--- src/rtl/xbus_arbiter.sv ---
// xbus_arbiter: two-master round-robin arbiter in front of the single-cycle
// xbus slave side. A master can lock the bus across a read-modify-write
// sequence; a counter force-releases any lock held for MAX_LOCK cycles.
module xbus_arbiter #(
    parameter int unsigned MAX_LOCK = 16
) (
    input  logic        clk,
    input  logic        rst,
    input  logic        m0_as,
    input  logic        m0_we,
    input  logic [3:0]  m0_be,
    input  logic [31:0] m0_addr,
    input  logic [31:0] m0_wdata,
    input  logic        m0_lock,
    output logic        m0_ready,
    output logic [31:0] m0_rdata,
    input  logic        m1_as,
    input  logic        m1_we,
    input  logic [3:0]  m1_be,
    input  logic [31:0] m1_addr,
    input  logic [31:0] m1_wdata,
    input  logic        m1_lock,
    output logic        m1_ready,
    output logic [31:0] m1_rdata,
    output logic        xbus_as,
    output logic        xbus_we,
    output logic [3:0]  xbus_be,
    output logic [31:0] xbus_addr,
    output logic [31:0] xbus_wdata,
    input  logic [31:0] xbus_rdata,
    output logic        lock_timeout
);

    // Last count value a lock may reach before it is forced off.
    localparam logic [7:0] LOCK_LAST = 8'(MAX_LOCK - 1);

    logic       last_grant_q, last_grant_d;
    logic       lock_valid_q, lock_valid_d;
    logic       lock_owner_q, lock_owner_d;
    logic [7:0] lock_cnt_q,   lock_cnt_d;
    logic       lock_timeout_q, lock_timeout_d;

    logic gnt0, gnt1;
    logic owner_lock;

    // Grant decision: lock owner first, then lone requester, then round-robin tie.
    always_comb begin
        gnt0 = 1'b0;
        gnt1 = 1'b0;
        if (rst) begin
            gnt0 = 1'b0;
            gnt1 = 1'b0;
        end else if (lock_valid_q) begin
            // The non-owner waits even when the owner leaves the bus idle.
            if (lock_owner_q) gnt1 = m1_as;
            else              gnt0 = m0_as;
        end else if (m0_as && !m1_as) begin
            gnt0 = 1'b1;
        end else if (m1_as && !m0_as) begin
            gnt1 = 1'b1;
        end else if (m0_as && m1_as) begin
            if (last_grant_q) gnt0 = 1'b1;
            else              gnt1 = 1'b1;
        end
    end

    // Slave-side mux and per-master responses; everything is zero without a grant.
    always_comb begin
        xbus_as    = gnt0 | gnt1;
        xbus_we    = 1'b0;
        xbus_be    = 4'h0;
        xbus_addr  = 32'h0;
        xbus_wdata = 32'h0;
        if (gnt0) begin
            xbus_we    = m0_we;
            xbus_be    = m0_be;
            xbus_addr  = m0_addr;
            xbus_wdata = m0_wdata;
        end else if (gnt1) begin
            xbus_we    = m1_we;
            xbus_be    = m1_be;
            xbus_addr  = m1_addr;
            xbus_wdata = m1_wdata;
        end
        m0_ready     = gnt0;
        m1_ready     = gnt1;
        m0_rdata     = gnt0 ? xbus_rdata : 32'h0;
        m1_rdata     = gnt1 ? xbus_rdata : 32'h0;
        lock_timeout = lock_timeout_q & ~rst;
    end

    assign owner_lock = lock_owner_q ? m1_lock : m0_lock;

    // Next-state for round-robin pointer, lock ownership and lock timeout.
    always_comb begin
        last_grant_d   = last_grant_q;
        lock_valid_d   = lock_valid_q;
        lock_owner_d   = lock_owner_q;
        lock_cnt_d     = lock_cnt_q;
        lock_timeout_d = 1'b0;

        if (gnt0 || gnt1) last_grant_d = gnt1;

        if (lock_valid_q) begin
            // With lock held only the owner can complete, so a dropped lock
            // bit releases whether or not the owner is on the bus.
            if (!owner_lock) begin
                lock_valid_d = 1'b0;
            end else if (lock_cnt_q == LOCK_LAST) begin
                // Forced release; the owner's lock request this cycle is dropped
                // and pointing last_grant at it hands the next tie to the other master.
                lock_valid_d   = 1'b0;
                last_grant_d   = lock_owner_q;
                lock_timeout_d = 1'b1;
            end else begin
                lock_cnt_d = lock_cnt_q + 8'd1;
            end
        end else if (gnt0 && m0_lock) begin
            lock_valid_d = 1'b1;
            lock_owner_d = 1'b0;
            lock_cnt_d   = 8'd0;
        end else if (gnt1 && m1_lock) begin
            lock_valid_d = 1'b1;
            lock_owner_d = 1'b1;
            lock_cnt_d   = 8'd0;
        end
    end

    // State registers; reset points last_grant at m1 so m0 wins the first tie.
    always_ff @(posedge clk) begin
        if (rst) begin
            last_grant_q   <= 1'b1;
            lock_valid_q   <= 1'b0;
            lock_owner_q   <= 1'b0;
            lock_cnt_q     <= 8'd0;
            lock_timeout_q <= 1'b0;
        end else begin
            last_grant_q   <= last_grant_d;
            lock_valid_q   <= lock_valid_d;
            lock_owner_q   <= lock_owner_d;
            lock_cnt_q     <= lock_cnt_d;
            lock_timeout_q <= lock_timeout_d;
        end
    end

endmodule

--- config.mk ---
export PLATFORM = sky130hd
export DESIGN_NAME = xbus_arbiter
export DESIGN_NICKNAME = d
export VERILOG_FILES = /design/src/rtl/xbus_arbiter.sv
export SDC_FILE = /design/constraint.sdc
export NUM_CORES = 1
export LEC_CHECK = 0
export ABC_AREA = 1
export CAP_MARGIN = 10
export CORE_AREA = 2 2 121 123
export DETAILED_ROUTE_END_ITERATION = 8
export DIE_AREA = 0 0 123 125
export PLACE_DENSITY_LB_ADDON = 0.1
export SLEW_MARGIN = 40
export SYNTH_ARGS = -nofsm -noshare
export SYNTH_HDL_FRONTEND = slang
export SYNTH_SLANG_ARGS = --single-unit
--- constraint.sdc ---
create_clock -name clk -period 1.6 [get_ports clk]
set_input_delay 0.32 -clock clk [delete_from_list [all_inputs] [get_ports clk]]
set_output_delay 0.32 -clock clk [all_outputs]
set_load 0.1 [all_outputs]
==> results.md <==
- Status: complete, but fails checks
- Failing checks: negative setup slack
- CTS Root Cell: clkbuf_16
- Final worst slack: -356.9 ps
- DR vias: 3568
- Most frequent cells in the layout: 172 x clkdlybuf4s50_1, 149 x buf_12, 68 x a22o_4, 67 x nor2_4, 43 x inv_1
- Routed vias/inst: 4.263
- Core Area: 14200 sq um
- Routed WL per cell: 19.81 microns
- Tot GR Track Use: 20.51%
- CP endpoint: xbus_wdata[28]
- Switching power share of the total: 50.78%
- P_leak: 3.631 nW
- Starting DRT DRC Count: 81
- H-Tree Depth: 1
- Syn avg cell area: 6.673 sq um
- Power Density: 555.5 nW/um^2
- Syn Inst Count: 297
- R2r setup slk: 60 ps
- Layout net count: 830
- Final wirelength: 16.59 mm
- Hold Crit Depth: 2
- I/O Buffers: 312
- HPWL after detailed placement: 13.87 mm
- Post-Syn Area: 1982 sq um
- Reg2reg end: lock_cnt_q[6]
- Required @ worst endpoint: 1280 ps
- Initial antenna violation count: 5
- Part of the cycle the worst path needs: 122.3%
- Slew Viols, Final: 0
- Origin of the critical flop-to-flop path: lock_valid_q
- Vias in the first global route: 3667
- Sequential power share: 6.6%
- CP Launch Type: register
- Rows: 44
- Register bit total from synthesis: 12
- CTS Hold Bufs: 0
- Layout cells sized above 1: 56.44%
- Longest Clk Path Bufs: 2
- DIE AREA: 15380 sq um
- Initial Util: 13.95%
- TritonCTS Buffers: 3
- # IOs: 313
- Worst Tran Pin Value: 297.4 ps
- Count of different cell masters after synthesis: 29
- Crit path max fanout: 8
- Multi-input gate area: 2490 sq um
- Total iterations of the first detailed-routing run: 4
- FF+latch area: 247.7 sq um
- Switching power: 2.425 mW
- Worst Setup SP: lock_valid_q
- WS Path Type: reg -> out
- CTS Sinks: 12
- FILL cells: 1121
- Area after DPL: 7996 sq um
- Worst Hold Margin: 510.0 ps
- Relative slew slack: 80.02%
- Die width: 123 microns
- DRC errors left: 0
- CTS tree: yes
- Crit path DAT: 1640 ps
- Fin. Hold Viols: 0
- Comb pwr share: 82.4%
- Worst-path clk slew: 50 ps
- Setup crit end kind: output port
- Largest net degree at the start of global routing: 18
- Hold Crit Class: reg -> reg
- Design Area, Final: 8597 sq um
- Mapped Nets: 474
- Final setup viols: 136
- Warnings, synthesis: 0
- GP Congestion: 0.8396
- Int Pwr: 2.350 mW
- RSZ-0062 raised after global routing: true
- First-pass GRT wire length: 23.75 mm
- Commonest non-fill, non-tap cell in the layout: clkdlybuf4s50_1
- Sequential share of the synthesized area: 12.12%
- Power after layout: 4.775 mW
- Layout Skew: 4.825 ps
- MaxCap Viol Count: 0
- Area Overhead vs Synth: 333.8%
- Fin util: 60.53%
- Min cycle time layout: 1957 ps
- Clock power share: 11.0%
- Gr ovfl total: 0
- F_max: 511.0 MHz
- Clk Latency, worst-skew pair: 250 ps
- Max VDD drop: 660.6 uV
- Die height: 125 microns
- Post-route antenna net violation count: 0
- Cell count of the worst reg-to-reg path: 9
## cells by family (layout without fill, tap and decap cells)
kind of cell / count (synthesis) / in the layout / share of synthesized area [%]
flip-flops: 12 / 12 / 12.12
buffers and inverters: 69 / 424 / 19.63
other: 0 / 1 / 0
AO/OA/AOI/OAI: 83 / 83 / 34.22
XOR/XNOR: 1 / 1 / 0.4420
AND/OR/NAND/NOR: 131 / 131 / 32.95
adder cells (fa/ha/maj): 1 / 1 / 0.6312
## power by group through the flow
stage	Clock (mW)	Combinational [mW]	Sequential, mW
2_1_floorplan	0	2.22	0.318
5_1_grt	0.542	4.05	0.317
3_5_place_dp	0	3.78	0.319
6_report	0.525	3.93	0.316
4_1_cts	0.524	3.91	0.315
3_3_place_gp	0	3.76	0.319
## what timing repair did
item / CTS / global route
resized for setup: 46 / 13
setup buffers: 5 / 5
cloned: 5 / 4
endpoints found under the setup margin: 142 / 144
pin swaps: 8 / 9
## registers in the layout (all words and copies together) (netlist names)
name,count
lock_valid_q,1
last_grant_q,1
lock_cnt_q,8
lock_owner_q,1
lock_timeout_q,1
## metal layers
layer / global-route usage [%] / up-vias / wire (microns)
li1: - / 1729 / -
met1: 20.70 / 1691 / 5275
met2: 40.33 / 119 / 9458
met3: 6.478 / 23 / 1527
met4: 4.011 / 6 / 282
met5: 0 / - / 41
## cell type report
cell class                      count  share of cell area [%]
Multi-Input combinational cell    216                   28.96
Clock buffer                        4                   1.033
Timing Repair inverter              1                  0.1310
Inverter                           48                   2.561
Tap cell                          184                   2.678
Antenna cell                        1                 0.02911
Sequential cell                    12                   2.882
Timing Repair Buffer              371                   61.72
## worst min path at each step
stage	from	to	slack, ps
4_1_cts	lock_cnt_q[2]	lock_cnt_q[2]	500
2_1_floorplan	lock_cnt_q[2]	lock_cnt_q[2]	460
3_5_place_dp	lock_cnt_q[2]	lock_cnt_q[2]	490
6_report	lock_cnt_q[1]	lock_cnt_q[1]	510
3_3_place_gp	lock_cnt_q[2]	lock_cnt_q[2]	490
5_1_grt	lock_cnt_q[2]	lock_cnt_q[2]	530
## synth_stat cells
master / instances / area (sq um)
nand4_1: 5 / 31.28
a21oi_1: 9 / 45.04
inv_4: 2 / 12.51
nand2_2: 4 / 25.02
nand2_8: 1 / 20.02
clkinv_4: 1 / 8.760
buf_6: 15 / 168.9
inv_2: 1 / 3.750
buf_2: 6 / 30.03
xor2_1: 1 / 8.760
nand2_4: 1 / 11.26
or2_2: 1 / 6.260
nand2_1: 24 / 90.09
a21oi_2: 1 / 8.760
nor2_4: 2 / 22.52
a22o_1: 69 / 604.3
nor2_8: 1 / 20.02
dfxtp_1: 12 / 240.2
o21ai_1: 1 / 5.000
nand3_1: 5 / 25.02
inv_1: 43 / 161.4
clkinv_1: 1 / 3.750
nand3b_4: 1 / 20.02
nor3_1: 1 / 5.000
nor2_2: 1 / 6.260
nand3_4: 4 / 70.07
nor2_1: 80 / 300.3
o21ai_0: 3 / 15.01
ha_1: 1 / 12.51
## through the flow
stage	std cells	setup slack [ps]	TNS (ps)
final	837	-356.9	-41790
after global routing	836	-403.4	-48920
after global placement	813	-629.5	-79670
after CTS	827	-360.1	-43640
after detailed placement	813	-650.6	-82420
after floorplan	297	-308.8	-20880
## worst max-delay path, cell delays in order (launching register included)
cell	delay, ps
dfxtp_4	370
inv_6	90
nand3b_4	110
nand2_8	110
buf_12	110
inv_8	40
buf_12	130
a22o_4	260
buf_12	160
Note: power is estimated with default switching activity, not from simulation.
